--- config.mk ---
export PLATFORM = sky130hd
export DESIGN_NAME = request_tracker
export DESIGN_NICKNAME = d
export VERILOG_FILES = /design/src/rtl/request_tracker.sv
export SDC_FILE = /design/constraint.sdc
export NUM_CORES = 1
export LEC_CHECK = 0
export BUFFER_PORTS_ARGS = -buffer_cell sky130_fd_sc_hd__buf_2
export CORE_ASPECT_RATIO = 1.25
export CORE_MARGIN = 1
export CORE_UTILIZATION = 54
export CTS_CLUSTER_SIZE = 30
export DETAILED_ROUTE_END_ITERATION = 8
export HOLD_SLACK_MARGIN = 0.03
export PLACE_DENSITY = 0.77
export SYNTH_ARGS = -nofsm -noshare
export SYNTH_HDL_FRONTEND = slang
export SYNTH_SLANG_ARGS = --single-unit
--- constraint.sdc ---
create_clock -name clk -period 2.15 [get_ports clk]
set_clock_uncertainty 0.05 [all_clocks]
set_input_delay 0.215 -clock clk [delete_from_list [all_inputs] [get_ports clk]]
set_output_delay 0.215 -clock clk [all_outputs]
set_load 0.005 [all_outputs]
--- src/rtl/request_tracker.sv ---
`default_nettype none
// ============================================================================
// Module   : request_tracker
// Purpose  : Per-client pending-request counters feeding an arbiter, with
//            sticky overflow / illegal-grant flags and a registered grant echo.
// Revision : 1.0 - initial release
// ============================================================================
module request_tracker #(
    parameter int WID  = 16,
    parameter int CNTW = 3,
    parameter int IDXW = 4
) (
    input  logic            clk,
    input  logic            rst_n,
    input  logic [WID-1:0]  push,
    input  logic [WID-1:0]  grants,
    input  logic            clr,
    output logic [WID-1:0]  requests,
    output logic [WID-1:0]  overflow,
    output logic            grant_err,
    output logic            grant_valid,
    output logic [IDXW-1:0] grant_idx,
    output logic            busy
);

    localparam logic [CNTW-1:0] CNT_MAX = '1;

    logic [CNTW-1:0] cnt_q [WID];
    logic [CNTW-1:0] cnt_d [WID];
    logic [WID-1:0]  overflow_q, overflow_d;
    logic            grant_err_q, grant_err_d;
    logic            grant_valid_q, grant_valid_d;
    logic [IDXW-1:0] grant_idx_q, grant_idx_d;

    logic [WID-1:0]  w_dec;
    logic [WID-1:0]  w_ovf_set;
    logic [IDXW-1:0] w_low_idx;
    logic            w_grant_bad;

    always_comb begin
        for (int i = 0; i < WID; i++) begin
            w_dec[i]     = grants[i] && (cnt_q[i] != '0);
            cnt_d[i]     = cnt_q[i];
            w_ovf_set[i] = 1'b0;
            // Simultaneous push and grant cancel, so a full lane does not overflow.
            if (push[i] && !w_dec[i]) begin
                if (cnt_q[i] == CNT_MAX) begin
                    w_ovf_set[i] = 1'b1;
                end else begin
                    cnt_d[i] = cnt_q[i] + CNTW'(1);
                end
            end else if (!push[i] && w_dec[i]) begin
                cnt_d[i] = cnt_q[i] - CNTW'(1);
            end
        end
    end

    always_comb begin
        w_low_idx = '0;
        for (int i = WID - 1; i >= 0; i--) begin
            if (w_dec[i]) begin
                w_low_idx = IDXW'(i);
            end
        end
    end

    // Illegal: grant to an empty lane, or more than one grant bit at once.
    assign w_grant_bad = ((grants & ~requests) != '0) ||
                         ((grants & (grants - WID'(1))) != '0);

    always_comb begin
        overflow_d    = (clr ? '0 : overflow_q) | w_ovf_set;
        grant_err_d   = (clr ? 1'b0 : grant_err_q) | w_grant_bad;
        grant_valid_d = |w_dec;
        grant_idx_d   = (|w_dec) ? w_low_idx : grant_idx_q;
    end

    always_ff @(posedge clk) begin
        if (!rst_n) begin
            for (int i = 0; i < WID; i++) begin
                cnt_q[i] <= '0;
            end
            overflow_q    <= '0;
            grant_err_q   <= 1'b0;
            grant_valid_q <= 1'b0;
            grant_idx_q   <= '0;
        end else begin
            for (int i = 0; i < WID; i++) begin
                cnt_q[i] <= cnt_d[i];
            end
            overflow_q    <= overflow_d;
            grant_err_q   <= grant_err_d;
            grant_valid_q <= grant_valid_d;
            grant_idx_q   <= grant_idx_d;
        end
    end

    for (genvar gi = 0; gi < WID; gi++) begin : g_req
        assign requests[gi] = (cnt_q[gi] != '0);
    end

    assign busy        = |requests;
    assign overflow    = overflow_q;
    assign grant_err   = grant_err_q;
    assign grant_valid = grant_valid_q;
    assign grant_idx   = grant_idx_q;

endmodule
`default_nettype wire

==> summary.md <==
| Metric | Value |
|---|---|
| P_int | 4.91 mW |
| RSZ-0062 raised after global routing | yes |
| Synth top cells by count | o21ai_0 (115), nand2_1 (112), clkbuf_1 (83) |
| Final nets | 1,008 |
| Crit end category | output port |
| Num CTS Buffers | 9 |
| Switching Share | roughly 42% |
| Number of flops mapped to enable cells by yosys | 0 |
| Final Max Slew Viols | 0 |
| Endpoints failing setup | 0 |
| Final hold violations | 0 |
| Startpoint Class | register |
| Pwr dens | between 1000 and 1500 nW/um2 |
| Detailed Route WL | around 18,000 um |
| Period utilization | a little over nine tenths |
| Fill cell count | a little under 900 |
| PortBufs | 73 |
| FF+latch count, synth | 70 |
| Router iterations before antenna repair | 5 |
| CP peak stage delay | approximately 0.40 ns |
| Non-Filler Instances | ~1,100 |
| Area delta synth->final | 24.8% |
| Crit path max-delay cell type | or3_4 |
| Worst Slack Setup Final | around 0.028 ns |
| First-iteration detailed-routing DRC count | slightly below 500 |
| Max Fclk | ~470 MHz |
| Slew headroom | about two thirds |
| Chip width | about 96 um |
| Synth area leader | dfxtp_1 |
| Antenna fix cells | 0 |
| Worst skew pair latency | roughly 0.35 ns |
| Overflow after GRT | 0 |
| Sinks on Clock Net | 70 |
| Final core occ | 69.8% |
| Vias in the first global route | 6,329 |
| Starting Density | between 50% and 60% |
| Crit Path Max Fanout | 4 |
| Worst R2R End | cnt_q[0][16] |
| First-pass GRT wire length | about 29,000 um |
| Synth Flop Type | dfxtp_1 |
| Worst Path Arrival | 1.86 ns |
| Pre-CTS setup slack | -0.0172 ns |
| Syn_nets | approximately 900 |
| Crit-path cells | buf_6 -> or3_4 -> nor4_4 -> buf_4 -> nand3_2 -> buf_2 |
| R2r setup slk | roughly 0.06 ns |
| Via-to-Cell Ratio | between 6 and 7 |
| Clock Tree Buf Depth | 2 |
| CTS tree | yes |
| Initial antenna violation count | 0 |
| Reg2Reg Depth | 7 |
| Hold Crit Class | in2reg |
| WHS Endpoint | cnt_q[0][42] |
| Yosys warnings | 0 |
| DRC | 0 |
| Rows | between 40 and 50 |
| GRT Overall Usage | about a third |
| Hold path start | rst_n |
| Hold slack final | approximately 0.16 ns |
| Reg2Reg Launch Point | cnt_q[0][15] |
| P_leak | ~3 nW |
| Syn_area_per_cell | about 6.8 um2 |
| Max VDD drop | 0.577 mV |
| Core Box Area | roughly 11,000 um2 |
| Period minus WS final | 2.12 ns |
| Critical Path RT | approximately 1.9 ns |
| Root Driver | clkbuf_16 |
| Logic pwr share | a little under three fifths |
| Detail Route Antenna Nets | 0 |
| Post-Syn Area | 5960 um2 |
| Max-cap violations | 0 |
| Cell depth of the worst hold path | 3 |
| Placed cell count | ~1,100 |
| FFs w/ async S/R, synth | 0% |
| Run status | completed |
| Switching power | 3.59 mW |
| Via count | about 7,000 |
| Crit path launch | cnt_q[0][16] |
| GP Congestion | between 0.9 and 1 |
| Top cells by area, synth | dfxtp_1 (23%), o21ai_0 (9.6%), nand2_1 (7.0%) |
| Worst slew pin tran | 0.485 ns |
| Type of the worst setup path | reg2out |
| Die Ht | 120 um |
| Hold Buf Count CTS | 0 |
| Mapped Cells | ~870 |
| Clock H-tree levels | 3 |
| Clock power frac | a little over a fifth |
| IO Count | 74 |
| Largest net degree at the start of global routing | 33 |
| Yosys top cell area share | 23.5% |
| CTS clk-pin slew, worst paths | 0.06 ns |
| DR WL/cell | 16.7 um |
| Sequential share of power | 22.0% |
| Synth unique cells | between 60 and 70 |
| Register area share after synthesis | between 20% and 30% |
| Layout cells sized above 1 | about a quarter |
| Total Die Area | roughly 11,000 um2 |
| Post-DP HPWL | between 10,000 and 15,000 um |
| Count leader, synth | o21ai_0 |
[metrics by stage]
stage / instance area (um2) / setup TNS (ns) / total power, mW
CTS: 7240 / 0 / 8.14
finish: 7440 / 0 / 8.51
floorplan: 6030 / 0 / 4.84
global route: 7440 / -0.160 / 9.08
detailed placement: 6850 / -0.0172 / 6.30
global placement: 6850 / 0 / 6.05
[worst max-delay path, delay by kind of cell (launching register included)]
family                 cells  cell delay [ns]
DFF                        1             0.33
and+or+nand+nor            3             0.75
buffers and inverters      3             0.42
[cells by family (layout without fill, tap and decap cells)]
kind of cell	Yosys count	count (layout)	synth area share [%]
AND/OR/NAND/NOR	338	338	27.1
AO/OA/AOI/OAI	315	315	33.9
buffers and inverters	113	204	7.26
flip-flops	70	70	23.5
adder cells (fa/ha/maj)	18	18	5.73
XOR/XNOR	15	15	2.20
multiplexers	2	2	0.378
[power groups by stage]
stage                     registers (mW)  clock network [mW]  logic (mW)
after floorplan                     1.80                   0        3.04
after global placement              1.81                   0        4.24
after detailed placement            1.83                   0        4.47
after CTS                           1.82                1.78        4.54
after global routing                1.90                1.84        5.34
final                               1.87                1.78        4.85
[cell type report]
type | count | area, um2 | area share [%]
timing repair buffer | 165 | 1060 | 14.3
sequential | 70 | 1410 | 18.9
inverter | 23 | 86.3 | 1.16
clock inverter | 6 | 109 | 1.46
tap | 132 | 165 | 2.22
clock buffer | 10 | 239 | 3.21
multi-input combinational | 688 | 4370 | 58.8
[flip-flops by register name (all words and copies together), names as in the netlist]
name	count
overflow	16
cnt_q	48
grant_valid	1
grant_idx	4
grant_err	1
[placed cells by master (no fill, tap or decap), drive strengths merged, types with 5 or more instances in the layout]
master	n
o21ai	115
nor3	31
nand3	28
o22ai	12
a221oi	22
a211oi	8
a221o	5
nor4	5
nor2b	35
nand2b	13
a311oi	11
clkbuf	10
fa	16
buf	165
a31oi	17
xnor2	5
a41oi	6
o31ai	14
nand2	112
nand4	12
a21o	13
dfxtp	70
clkinv	5
a22oi	8
a21oi	48
a32oi	6
inv	21
nor2	77
xor2	10
[worst max path at each step]
stage | endpoint | slack [ns] | cells after the start
global placement | grant_err | 0.04 | 6
detailed placement | cnt_q[0][43] | -0.02 | 7
CTS | busy | 0.008 | 6
floorplan | cnt_q[0][10] | 0.01 | 10
global route | cnt_q[0][25] | -0.06 | 7
finish | busy | 0.03 | 6
[metal layers]
metal	part of all wire (%)	vias to the layer above	GRT usage [%]
met5	0	-	0
met4	3.3	0	15.9
met3	7.3	53	6.15
met2	50	283	53.0
met1	40	3349	39.6
li1	-	3350	-
[repair_timing]
action	CTS	global route
setup endpoints to repair	3	16
resized for setup	7	35
buffers inserted	0	6
pin swaps	0	8
Note: power is estimated with default switching activity, not from simulation.
